--- src/rtl/mill_modif_demod_pkg.sv ---
// -----------------------------------------------------------------------------
// mill_modif_pkg
// Shared types and helpers for the Modified-Miller pause decoder.
//   - sym_e          : symbol class of one bit period (X, Y, Z, or invalid)
//   - ETU_CYCLES_DEF : default clock cycles per bit period
//   - classify()     : maps the two half-ETU samples to a symbol
//   - sym_to_bit()   : maps a symbol to its decoded NRZ bit
// Optional feature macro used by the bundle: MILL_MODIF_ERR_EN.
// -----------------------------------------------------------------------------
package mill_modif_pkg;

    localparam int ETU_CYCLES_DEF = 8;

    typedef enum logic [1:0] {
        SYM_X,   // carrier, then pause  -> 1
        SYM_Y,   // pause, then carrier  -> 0
        SYM_Z,   // carrier throughout   -> 0
        SYM_ERR  // pause throughout     -> 0 (invalid)
    } sym_e;

    // a = level in the middle of the first half, b = middle of the second half.
    function automatic sym_e classify(input logic a, input logic b);
        case ({a, b})
            2'b10:   return SYM_X;
            2'b01:   return SYM_Y;
            2'b11:   return SYM_Z;
            default: return SYM_ERR;
        endcase
    endfunction

    function automatic logic sym_to_bit(input sym_e sym);
        return (sym == SYM_X);
    endfunction

endpackage

--- src/rtl/mill_modif_demod_if.sv ---
// -----------------------------------------------------------------------------
// mill_modif_demod_if
// Signal bundle between the envelope source and the decoder.
//   in_enable : decoder enable, rising edge starts the ETU grid
//   in_data   : envelope, 0 = pause, 1 = carrier
//   out_data  : decoded bit, valid for one full ETU
//   out_err   : (only with MILL_MODIF_ERR_EN) invalid (0,0) symbol flag
// master = envelope source / consumer side, slave = decoder side.
// -----------------------------------------------------------------------------
interface mill_modif_demod_if;

    logic in_enable;
    logic in_data;
    logic out_data;
`ifdef MILL_MODIF_ERR_EN
    logic out_err;

    modport master (output in_enable, in_data, input  out_data, out_err);
    modport slave  (input  in_enable, in_data, output out_data, out_err);
`else
    modport master (output in_enable, in_data, input  out_data);
    modport slave  (input  in_enable, in_data, output out_data);
`endif

endinterface

--- src/rtl/mill_modif_demod_etu_timer.sv ---
// -----------------------------------------------------------------------------
// mill_etu_timer
// Phase counter for the bit-period grid. The counter sits at 0 while disabled,
// so the first clock edge that sees enable = 1 is phase 0.
//   clk, rst      : clock, synchronous active-high reset
//   enable        : grid runs while high, clears the phase while low
//   sample_a_stb  : edge at phase H/2     (middle of first half-ETU)
//   sample_b_stb  : edge at phase H + H/2 (middle of second half-ETU)
//   etu_end_stb   : edge at phase ETU_CYCLES-1 (last cycle of the ETU)
// ETU_CYCLES must be even and >= 4.
// -----------------------------------------------------------------------------
module mill_etu_timer
    import mill_modif_pkg::*;
#(
    parameter int ETU_CYCLES = ETU_CYCLES_DEF
) (
    input  logic clk,
    input  logic rst,
    input  logic enable,
    output logic sample_a_stb,
    output logic sample_b_stb,
    output logic etu_end_stb
);

    localparam int              PW     = $clog2(ETU_CYCLES);
    localparam int              HALF   = ETU_CYCLES / 2;
    localparam logic [PW-1:0]   PH_A   = PW'(HALF / 2);
    localparam logic [PW-1:0]   PH_B   = PW'(HALF + HALF / 2);
    localparam logic [PW-1:0]   PH_END = PW'(ETU_CYCLES - 1);

    logic [PW-1:0] phase_q;
    logic [PW-1:0] phase_d;

    always_comb begin
        // NOTE: give every always_comb output a default on entry so no path
        // leaves it unassigned; otherwise synthesis infers a latch.
        phase_d = phase_q + PW'(1);
        if (!enable || phase_q == PH_END) begin
            phase_d = '0;
        end
    end

    // NOTE: sequential state uses non-blocking assignments so every flop
    // samples its pre-edge inputs, independent of statement order.
    always_ff @(posedge clk) begin
        if (rst) begin
            phase_q <= '0;
        end else begin
            phase_q <= phase_d;
        end
    end

    assign sample_a_stb = enable && (phase_q == PH_A);
    assign sample_b_stb = enable && (phase_q == PH_B);
    assign etu_end_stb  = enable && (phase_q == PH_END);

endmodule

--- src/rtl/mill_modif_demod.sv ---
// -----------------------------------------------------------------------------
// mill_modif_demod
// Modified-Miller (ISO 14443-A style) pause decoder. Samples the envelope in
// the middle of each half-ETU, classifies the bit period as X/Y/Z and
// registers the NRZ bit at the last cycle of the ETU, so the decoded bit is
// visible for the whole following ETU.
//   clk, rst : clock, synchronous active-high reset
//   bus      : slave side of mill_modif_demod_if (in_enable, in_data,
//              out_data, and out_err when MILL_MODIF_ERR_EN is defined)
// Optional feature macro: MILL_MODIF_ERR_EN adds out_err, high for one ETU
// after an all-pause (0,0) symbol.
// in_data is not synchronized here; it must already be in the clk domain.
// -----------------------------------------------------------------------------
module mill_modif_demod
    import mill_modif_pkg::*;
#(
    parameter int ETU_CYCLES = ETU_CYCLES_DEF
) (
    input  logic                clk,
    input  logic                rst,
    mill_modif_demod_if.slave   bus
);

    logic sample_a_stb;
    logic sample_b_stb;
    logic etu_end_stb;

    mill_etu_timer #(
        .ETU_CYCLES (ETU_CYCLES)
    ) u_timer (
        .clk          (clk),
        .rst          (rst),
        .enable       (bus.in_enable),
        .sample_a_stb (sample_a_stb),
        .sample_b_stb (sample_b_stb),
        .etu_end_stb  (etu_end_stb)
    );

    logic sample_a_q, sample_a_d;
    logic sample_b_q, sample_b_d;
    logic out_data_q, out_data_d;
    logic b_now;
    sym_e sym;
`ifdef MILL_MODIF_ERR_EN
    logic out_err_q, out_err_d;
`endif

    always_comb begin
        // With ETU_CYCLES = 4 the second sample lands on the same edge as the
        // classification, so take the live input in that case.
        b_now      = sample_b_stb ? bus.in_data : sample_b_q;
        sym        = classify(sample_a_q, b_now);

        sample_a_d = sample_a_q;
        sample_b_d = sample_b_q;
        out_data_d = out_data_q;
`ifdef MILL_MODIF_ERR_EN
        out_err_d  = out_err_q;
`endif

        if (!bus.in_enable) begin
            // Disable discards any partial symbol and clears the output.
            sample_a_d = 1'b1;
            sample_b_d = 1'b1;
            out_data_d = 1'b0;
`ifdef MILL_MODIF_ERR_EN
            out_err_d  = 1'b0;
`endif
        end else begin
            if (sample_a_stb) sample_a_d = bus.in_data;
            if (sample_b_stb) sample_b_d = bus.in_data;
            if (etu_end_stb) begin
                out_data_d = sym_to_bit(sym);
`ifdef MILL_MODIF_ERR_EN
                out_err_d  = (sym == SYM_ERR);
`endif
            end
        end
    end

    always_ff @(posedge clk) begin
        if (rst) begin
            sample_a_q <= 1'b1;
            sample_b_q <= 1'b1;
            out_data_q <= 1'b0;
`ifdef MILL_MODIF_ERR_EN
            out_err_q  <= 1'b0;
`endif
        end else begin
            sample_a_q <= sample_a_d;
            sample_b_q <= sample_b_d;
            out_data_q <= out_data_d;
`ifdef MILL_MODIF_ERR_EN
            out_err_q  <= out_err_d;
`endif
        end
    end

    assign bus.out_data = out_data_q;
`ifdef MILL_MODIF_ERR_EN
    assign bus.out_err  = out_err_q;
`endif

endmodule

--- src/flat_wrapper.sv ---
// flat-port wrapper written by rule: the top's interface ports become plain ports
module mill_modif_demod_flat import mill_modif_pkg::*;
#(
    parameter int ETU_CYCLES = ETU_CYCLES_DEF
)
  (clk, rst, bus_in_enable, bus_in_data, bus_out_data);
  mill_modif_demod_if bus_i ();
  input  logic clk;
  input  logic rst;
  input wire logic [$bits(bus_i.in_enable)-1:0] bus_in_enable;
  input wire logic [$bits(bus_i.in_data)-1:0] bus_in_data;
  output wire logic [$bits(bus_i.out_data)-1:0] bus_out_data;
  assign bus_i.in_enable = bus_in_enable;
  assign bus_i.in_data = bus_in_data;
  assign bus_out_data = bus_i.out_data;
  mill_modif_demod #(.ETU_CYCLES(ETU_CYCLES)) u_core (.clk(clk), .rst(rst), .bus(bus_i));
endmodule
--- config.mk ---
export PLATFORM = sky130hd
export DESIGN_NAME = mill_modif_demod_flat
export DESIGN_NICKNAME = d
export VERILOG_FILES = /design/src/rtl/mill_modif_demod_pkg.sv /design/src/rtl/mill_modif_demod_if.sv /design/src/rtl/mill_modif_demod_etu_timer.sv /design/src/rtl/mill_modif_demod.sv /design/src/flat_wrapper.sv
export SDC_FILE = /design/constraint.sdc
export NUM_CORES = 1
export LEC_CHECK = 0
export BUFFER_PORTS_ARGS = -buffer_cell sky130_fd_sc_hd__buf_2
export CAP_MARGIN = 20
export CORE_AREA = 2 2 39 41
export DETAILED_ROUTE_END_ITERATION = 10
export DIE_AREA = 0 0 41 43
export MAX_ROUTING_LAYER = met4
export REMOVE_ABC_BUFFERS = 1
export SLEW_MARGIN = 40
export SYNTH_ARGS = -nofsm -noshare
export SYNTH_HDL_FRONTEND = slang
export SYNTH_SLANG_ARGS = --single-unit
--- constraint.sdc ---
create_clock -name clk -period 2.5 [get_ports clk]
set_input_delay 0.125 -clock clk [delete_from_list [all_inputs] [get_ports clk]]
set_output_delay 0.125 -clock clk [all_outputs]
set_load 0.05 [all_outputs]
Word-level counts from Yosys, hierarchy flattened:

Cells that the tools add are included.

* register bits after elaboration: 6
* word-level logic and storage cells: 22
* output and inout port bits: 1

* bitwise logic cells: 1
* reductions and logical operators: 8
* add/subtract/negate cells: 1
* muxes and demuxes: 2
* equal/unequal tests: 6

Operators with widths (count)
* equality test 3 bit (second input constant): 2
* one-hot mux 2 bit (3 select lines): 1
* equality test 2 bit (second input constant): 2
* OR reduction 2 bit: 2
* adder 3 x 1 -> 3 bit (second input constant): 1
* equality test 3 x 2 -> 1 bit (second input constant): 1
* logical AND 1 bit: 3
* equality test 2 x 1 -> 1 bit (second input constant): 1
* logical NOT 2 bit: 1
* logical NOT 1 bit: 1
* logical OR 1 bit: 1
* two-way mux 1 bit: 1
* NOT 1 bit: 1

Depth between registers and ports, before layout:

Gate-level depths: netlist of the first run.

* depth after elaboration: 6
* mapped depth: 5
* mapped depth without buffers: 5

Cells and area by module:

Synthesis of the first run repeated with hierarchy kept, for this count alone.

* cell total of the unflattened synthesis: 24
* area, all modules: 279.0 µm²

By module, submodules not included
* mill_etu_timer: cells each 13, times used 1, sequential area each 60.1 µm², area each 156.4 µm²
* mill_modif_demod: cells each 11, times used 1, sequential area each 60.1 µm², area each 122.6 µm²

Worst setup path before layout of the first run:

No wires, ideal clock.

* path kind: flip-flop to flip-flop
* start point: register u_core.u_timer.phase_q[0]
* end point: register u_core.out_data_q (netlist: u_core.bus.out_data)
* data arrival time: 1031 ps
* stages on the path, launching flop included: 5
* setup slack: 1353 ps
* path buffers: 0
* cell sequence: dfxtp_1 > ha_1 > ha_1 > and3_1 > a22o_1

* word-level cells in the longest chain between the ends: 6

RTL lines
* from (decl): RTL line mill_modif_demod_etu_timer.sv:31 `logic [PW-1:0] phase_q;`
* from (signal assigned): RTL line mill_modif_demod_etu_timer.sv:49 `phase_q <= phase_d;`
* equality test 3 bit: RTL line mill_modif_demod_etu_timer.sv:54 `assign sample_b_stb = enable && (phase_q == PH_B);`
* logical AND 1 bit: RTL line mill_modif_demod_etu_timer.sv:54
* two-way mux 1 bit
* equality test 2 bit / equality test 2 x 1 -> 1 bit (equally long branches): RTL line mill_modif_demod_pkg.sv:23 `case ({a, b})`
* one-hot mux 2 bit (3 select lines): RTL line mill_modif_demod_pkg.sv:23
* logical NOT 2 bit: RTL line mill_modif_demod_pkg.sv:32 `return (sym == SYM_X);`
* to (signal assigned): RTL line mill_modif_demod.sv:92 `out_data_q <= out_data_d;`
* to (decl): RTL line mill_modif_demod.sv:41 `logic out_data_q, out_data_d;`

Parallel ways exist; a longest one is shown, timed or not.
A chain may end at the register's enable or synchronous reset.

Worst setup path in the final report of the first run:

Ends and elaborated chain as after synthesis.

==> flow_metrics.tcl, run 1 <==
set metrics [dict create \
    hold_viol 0 \
    via_count 177 \
    p_leak_nw 0.161 \
    dr.pass1.iters 1 \
    crit_required_ps 2630 \
    fillCellCount 151 \
    port_buffers 4 \
    powerDensity_mw_per_mm2 609 \
    crit_fanout 3 \
    final_max_slew_viol_count 0 \
    syn_inst 24 \
    worstSetupPathType "reg2reg" \
    worst_ir_drop_vdd_mv 0.223 \
    grt_start_max_net_pins 6 \
    die_area_mm2 0.00176 \
    r2r-start "u_core.u_timer.phase_q[0]$_SDFF_PP0_" \
    crit_chain "ha_1 -> ha_1 -> and3_1 -> a22o_1" \
    ios 5 \
    ys_types 12 \
    fin_worst_hold_slack_ps 98.2 \
    end_kind "flop" \
    arrival_ps 1310 \
    antenna_cells 0 \
    max_freq_mhz 847 \
    layout.nets 40 \
    status "complete, no violations" \
    clk_latency_ps 240 \
    ctsResizeCount 0 \
    ant_nets 0 \
    cts_root_buffer "clkbuf_4" \
    die_w_um 41 \
    cp-startpoint "u_core.u_timer.phase_q[0]$_SDFF_PP0_" \
    start_util 0.189 \
    cap_violations 0 \
    rows 14 \
    path_depth 4 \
    grtUsageTotal 0.0616 \
    clock-sinks 6 \
    p_seq_frac 0.501 \
    yosysWarnings 0 \
    cts_tree "done" \
    slowest_stage "dfxtp_1" \
    finalSetupTns_ps 0 \
    drc 0 \
    clkPwrFrac 0.445 \
    synth.yosys.seq_area_share 0.459 \
    area_delta_synth_final_pct 23.9 \
    crit_buf_inv 0 \
    dpl.hpwl_um 317 \
    final_common_cell "dfxtp_1" \
    grt_first_pass_wirelength_um 600 \
    cts_htree_levels 1 \
    cts_inserted_buffers 3 \
    avgSynthCellArea_um2 10.9 \
    cts_buffer_depth 2 \
    cts.clk_slew.worst_paths_ps 40 \
    avgViaCountPerCell 3.77 \
    tightest_slew_ps 197 \
    overflow 0 \
    min_path_type "in2reg" \
    rr_worst_depth 4 \
    wl_per_cell_um 7.87 \
    startpoint_type "flop" \
    clock_skew_ps 2.34 \
    syn_area_um2 262 \
    synth_seq_cells 6 \
    cpPeakStageDelay_ps 310 \
    rsz0062_at_grt "no" \
    relSlewSlack 0.865 \
    ctsHoldBuffers 0 \
    switchingPower_w 0.0000392 \
    setup_violations 0 \
    intPower_w 0.000158 \
    final_cell_mix "dfxtp_1 (6), buf_2 (4), nand2_1 (3), ha_1 (3), clkbuf_4 (3)" \
    first_global_vias 167 \
    layout-drive-gt1-share 0.290 \
    p_sw_frac 0.199 \
    die_h_um 43 \
    antenna_found_initial 0 \
    fin_crit_ps 1180 \
    post_cts_buffers 0 \
    final_core_utilization 0.234 \
    drt_wl_total_um 370 \
    cp_common_cell "ha_1" \
    r2r-end "u_core.bus.out_data$_SDFFE_PP0P_" \
    routabilityCongestion 0.596 \
    drt_iter0_drc 0 \
    cp_top_family "adder cells" \
    r2r_slack_ps 1320 \
    critPathCapture "u_core.bus.out_data$_SDFFE_PP0P_" \
    comb_power_share 0.054 \
    coreArea_mm2 0.00138 \
    fin_crit_sh 0.472 \
]
-- cells by family after synthesis --
logic type	Yosys count	synth area share
adder cells (fa/ha/maj)	3	0.144
AND/OR/NAND/NOR	11	0.273
buffers and inverters	1	0.0143
multiplexers	2	0.0766
flip-flops	6	0.459
AO/OA/AOI/OAI	1	0.0335
-- layout make-up --
type                       instances  area (um2)  area share
multi-input combinational         17         138       0.425
clock buffer                       3        22.5      0.0695
timing repair buffer               4        20.0      0.0618
tap                               16        20.0      0.0618
sequential                         6         120       0.371
inverter                           1        3.75      0.0116
-- metal layers --
layer / track usage / part of all wire
met5: - / 0
met3: 0.0942 / 0.15
met2: 0.0688 / 0.46
met1: 0.0543 / 0.39
met4: 0.0200 / 0
-- worst min-delay path by stage --
| stage | slack [ps] | start | depth (start not counted) | to |
|---|---|---|---|---|
| finish | 100 | rst | 3 | u_core.sample_b_q$_SDFF_PP1_ |
| global route | 100 | rst | 3 | u_core.sample_a_q$_SDFFE_PP1P_ |
| CTS | 90 | rst | 3 | u_core.sample_b_q$_SDFF_PP1_ |
| detailed placement | 350 | rst | 3 | u_core.sample_b_q$_SDFF_PP1_ |
| global placement | 350 | rst | 3 | u_core.sample_b_q$_SDFF_PP1_ |
| floorplan | 220 | rst | 2 | u_core.sample_a_q$_SDFFE_PP1P_ |
-- state kept, by name, summed over array words and instances, names as in the netlist --
| signal | flops |
|---|---|
| u_core.u_timer.phase_q | 3 |
| u_core.sample_b_q | 1 |
| u_core.sample_a_q | 1 |
| u_core.bus.out_data | 1 |
-- stage by stage --
stage                     cells  power, W  cell area (um2)  setup slack [ps]
after detailed placement     44  0.000112              302              1320
after global placement       44  0.000111              302              1330
after global routing         47  0.000214              324              1260
final                        47  0.000197              324              1320
after floorplan              24  0.000107              262              1350
after CTS                    47  0.000203              324              1310
-- cell usage after synthesis --
master / number / area (um2)
and2_1: 1 / 6.26
a22o_1: 1 / 8.76
and3_1: 1 / 6.26
nor2b_1: 1 / 6.26
nand2b_1: 1 / 6.26
nand2_1: 3 / 11.3
mux2i_1: 2 / 20.0
dfxtp_1: 6 / 120
nor2b_4: 2 / 27.5
ha_1: 3 / 37.5
nor2_1: 2 / 7.51
inv_1: 1 / 3.75
-- power by group through the flow --
stage	Sequential [W]	Clock (W)	Combinational, W
finish	0.0000989	0.0000877	0.0000107
global route	0.0000988	0.000102	0.0000126
global placement	0.000101	0	0.0000107
CTS	0.0000988	0.0000933	0.0000110
floorplan	0.000100	0	0.00000690
detailed placement	0.000101	0	0.0000110
-- worst register-to-register path: cells and delay by family (launching register included) --
family,cells,cell delay (ps)
flops,1,310
compound gates,1,170
fa+ha+maj,2,410
simple gates,1,180
Power figures use the tool's default switching activity.
==> run 2, diff against run 1 <==
- ABC_AREA: not set -> 1
- clock period: 2.5 -> 1 ns (I/O delays scaled with it)
==> run 2 against run 1 <==
The run now ends with negative setup slack left. Sequential power grew to 2.5 times the previous value. Critical endpoint is now u_core.u_timer.phase_q[1]$_SDFF_PP0_. First-iteration DRC count did not move. Clock skew down 1.2 ps. Global-route usage rose by 1.7 points. Synthesized cell count increased by 42%. Setup slack got worse by 1300 ps. Non-clock buffer count is 2 higher. Clock-buffer cell count is the same. Largest power group unchanged.
==> flow_metrics.tcl, run 2 <==
set metrics [dict create \
    post-synth-top-count-cell "dfxtp_1" \
    cts_inserted_buffers 3 \
    worstSetupPathType "reg2reg" \
    crit_fanout 3 \
    fin_worst_hold_slack_ps 38.2 \
    grtUsageTotal 0.0781 \
    met1_usage 0.0673 \
    yosysTopAreaCell "dfxtp_1" \
    avgSynthCellArea_um2 8.35 \
    wl_per_cell_um 7.80 \
    synth.top_cell.area_share 0.423 \
    violations "negative setup slack" \
    p_leak_nw 0.180 \
    first_global_vias 198 \
    p_seq_frac 0.490 \
    ctsHoldBuffers 0 \
    busiest_layer "met4" \
    final_common_cell "inv_1" \
    drt_wl_total_um 460 \
    layout-drive-gt1-share 0.581 \
    antenna_cells 0 \
    via_count 232 \
    relSlewSlack 0.836 \
    port_buffers 4 \
    tightest_slew_ps 247 \
    async_reset_ff_frac 0 \
    start_util 0.205 \
    drt_iter0_drc 0 \
    layout_setup_ws_ps -24.2 \
    cap_violations 0 \
    drc 0 \
    dpl.hpwl_um 370 \
    comb_power_share 0.078 \
    met3_usage 0.0628 \
    die_w_um 41 \
    avgViaCountPerCell 3.93 \
    largest_reg_flops 3 \
    max_freq_mhz 976 \
    final_cell_mix "inv_1 (5), nor2_2 (4), buf_2 (4), dfxtp_1 (4)" \
    antenna_found_initial 0 \
    setup_violations 3 \
    coreArea_mm2 0.00138 \
    grt_first_pass_wirelength_um 765 \
    worst_ir_drop_vdd_mv 0.488 \
    yosysWarnings 0 \
    synth_flop_cell "dfxtp_1" \
    synthTopCellsByCount "dfxtp_1 (6), inv_1 (5), nand2_1 (5)" \
    min_path_type "in2reg" \
    synth.area.top_cells "dfxtp_1 (42%), ha_1 (13%), inv_1 (6.6%)" \
    switchingPower_w 0.000110 \
    instances_no_fill 59 \
    end_kind "flop" \
    layout.nets 52 \
    powerDensity_mw_per_mm2 1260 \
    clkPwrFrac 0.432 \
    clock_skew_ps 1.17 \
    syn_inst 34 \
    rsz0062_at_grt "yes" \
    area_delta_synth_final_pct 42.3 \
    syn_area_um2 284 \
    cts_buffer_depth 2 \
    final_max_slew_viol_count 0 \
    ant_nets 0 \
    p_sw_frac 0.216 \
    synth_edf_count 0 \
    intPower_w 0.000400 \
    die_h_um 43 \
    synth.yosys.seq_area_share 0.423 \
    arrival_ps 1200 \
    cts_root_buffer "clkbuf_4" \
    clk_latency_ps 240 \
    fin_crit_sh 1.02 \
    status "finished with violations" \
    dr.pass1.iters 1 \
    die_area_mm2 0.00176 \
    ios 5 \
    fin_crit_ps 1020 \
    cts_htree_levels 1 \
    startpoint_type "flop" \
    crit_required_ps 1180 \
    dp.cells 55 \
    rows 14 \
    grt_start_max_net_pins 6 \
    clock-sinks 6 \
    ys_types 14 \
    hold_viol 0 \
    use_met2 0.0875 \
    regMostFlops "u_core.u_timer.phase_q" \
    fillCellCount 152 \
    overflow 0 \
    cts.clk_slew.worst_paths_ps 50 \
    cts_tree "done" \
    routabilityCongestion 0.652 \
    synth_seq_cells 6 \
]
## run 2: logic make-up after synthesis
| kind of cell | Yosys count | synth area share |
|---|---|---|
| compound gates | 2 | 0.0352 |
| fa+ha+maj | 3 | 0.132 |
| buf+inv | 7 | 0.0925 |
| flops | 6 | 0.423 |
| simple gates | 16 | 0.317 |
## run 2: critical path, cell delays in order (launching register included)
cell     delay, ps
dfxtp_2        330
ha_4           160
ha_4           150
or2_4          250
nor2_2          70
## run 2: what timing repair did
item / 4_1_cts / 5_1_grt
endpoints found under the setup margin: 4 / 6
endpoints found under the hold margin: 0 / 0
buffers inserted: 0 / 1
pin swaps: 3 / 2
gates resized for setup: 9 / 3
## run 2: power groups by stage
stage | Clock, W | Sequential, W | Combinational, W
detailed placement | 0 | 0.000252 | 0.0000370
CTS | 0.000236 | 0.000250 | 0.0000393
global placement | 0 | 0.000252 | 0.0000367
floorplan | 0 | 0.000251 | 0.0000215
finish | 0.000221 | 0.000250 | 0.0000399
global route | 0.000255 | 0.000250 | 0.0000438
## run 2: area by class of cell
cell class,count,area (um2),area share
flip-flops and latches,6,123,0.303
well taps,16,20.0,0.0495
clock buffers,3,22.5,0.0557
repair buffers,6,35.0,0.0867
inverters,7,26.3,0.0650
multi-input cells,21,178,0.440
## run 2: stage by stage
stage / setup slack [ps] / util / setup TNS, ps / total power, W / area [um2]
2_1_floorplan: -68.0 / - / -213 / 0.000273 / 284
3_3_place_gp: -98.2 / 0.240 / -345 / 0.000288 / 332
3_5_place_dp: -111 / 0.240 / -397 / 0.000289 / 332
4_1_cts: -28.1 / 0.281 / -88.6 / 0.000525 / 389
5_1_grt: -69.6 / 0.292 / -318 / 0.000549 / 404
6_report: -24.2 / 0.292 / -66.8 / 0.000510 / 404
## run 2: worst paths after layout
kind	from	to	slack, ps	cells after the start
max reg2reg	u_core.u_timer.phase_q[0]$_SDFF_PP0_	u_core.u_timer.phase_q[1]$_SDFF_PP0_	-20	4
min reg2reg	u_core.bus.out_data$_SDFFE_PP0P_	u_core.bus.out_data$_SDFFE_PP0P_	470	2
min	rst	u_core.sample_b_q$_SDFF_PP1_	40	3
max	u_core.u_timer.phase_q[0]$_SDFF_PP0_	u_core.u_timer.phase_q[1]$_SDFF_PP0_	-20	4
## run 2: metal layers
| metal | vias to the layer above | share of wire |
|---|---|---|
| met5 | - | 0 |
| met4 | 0 | 0.022 |
| met3 | 2 | 0.050 |
| met2 | 3 | 0.47 |
| met1 | 101 | 0.45 |
| li1 | 126 | - |
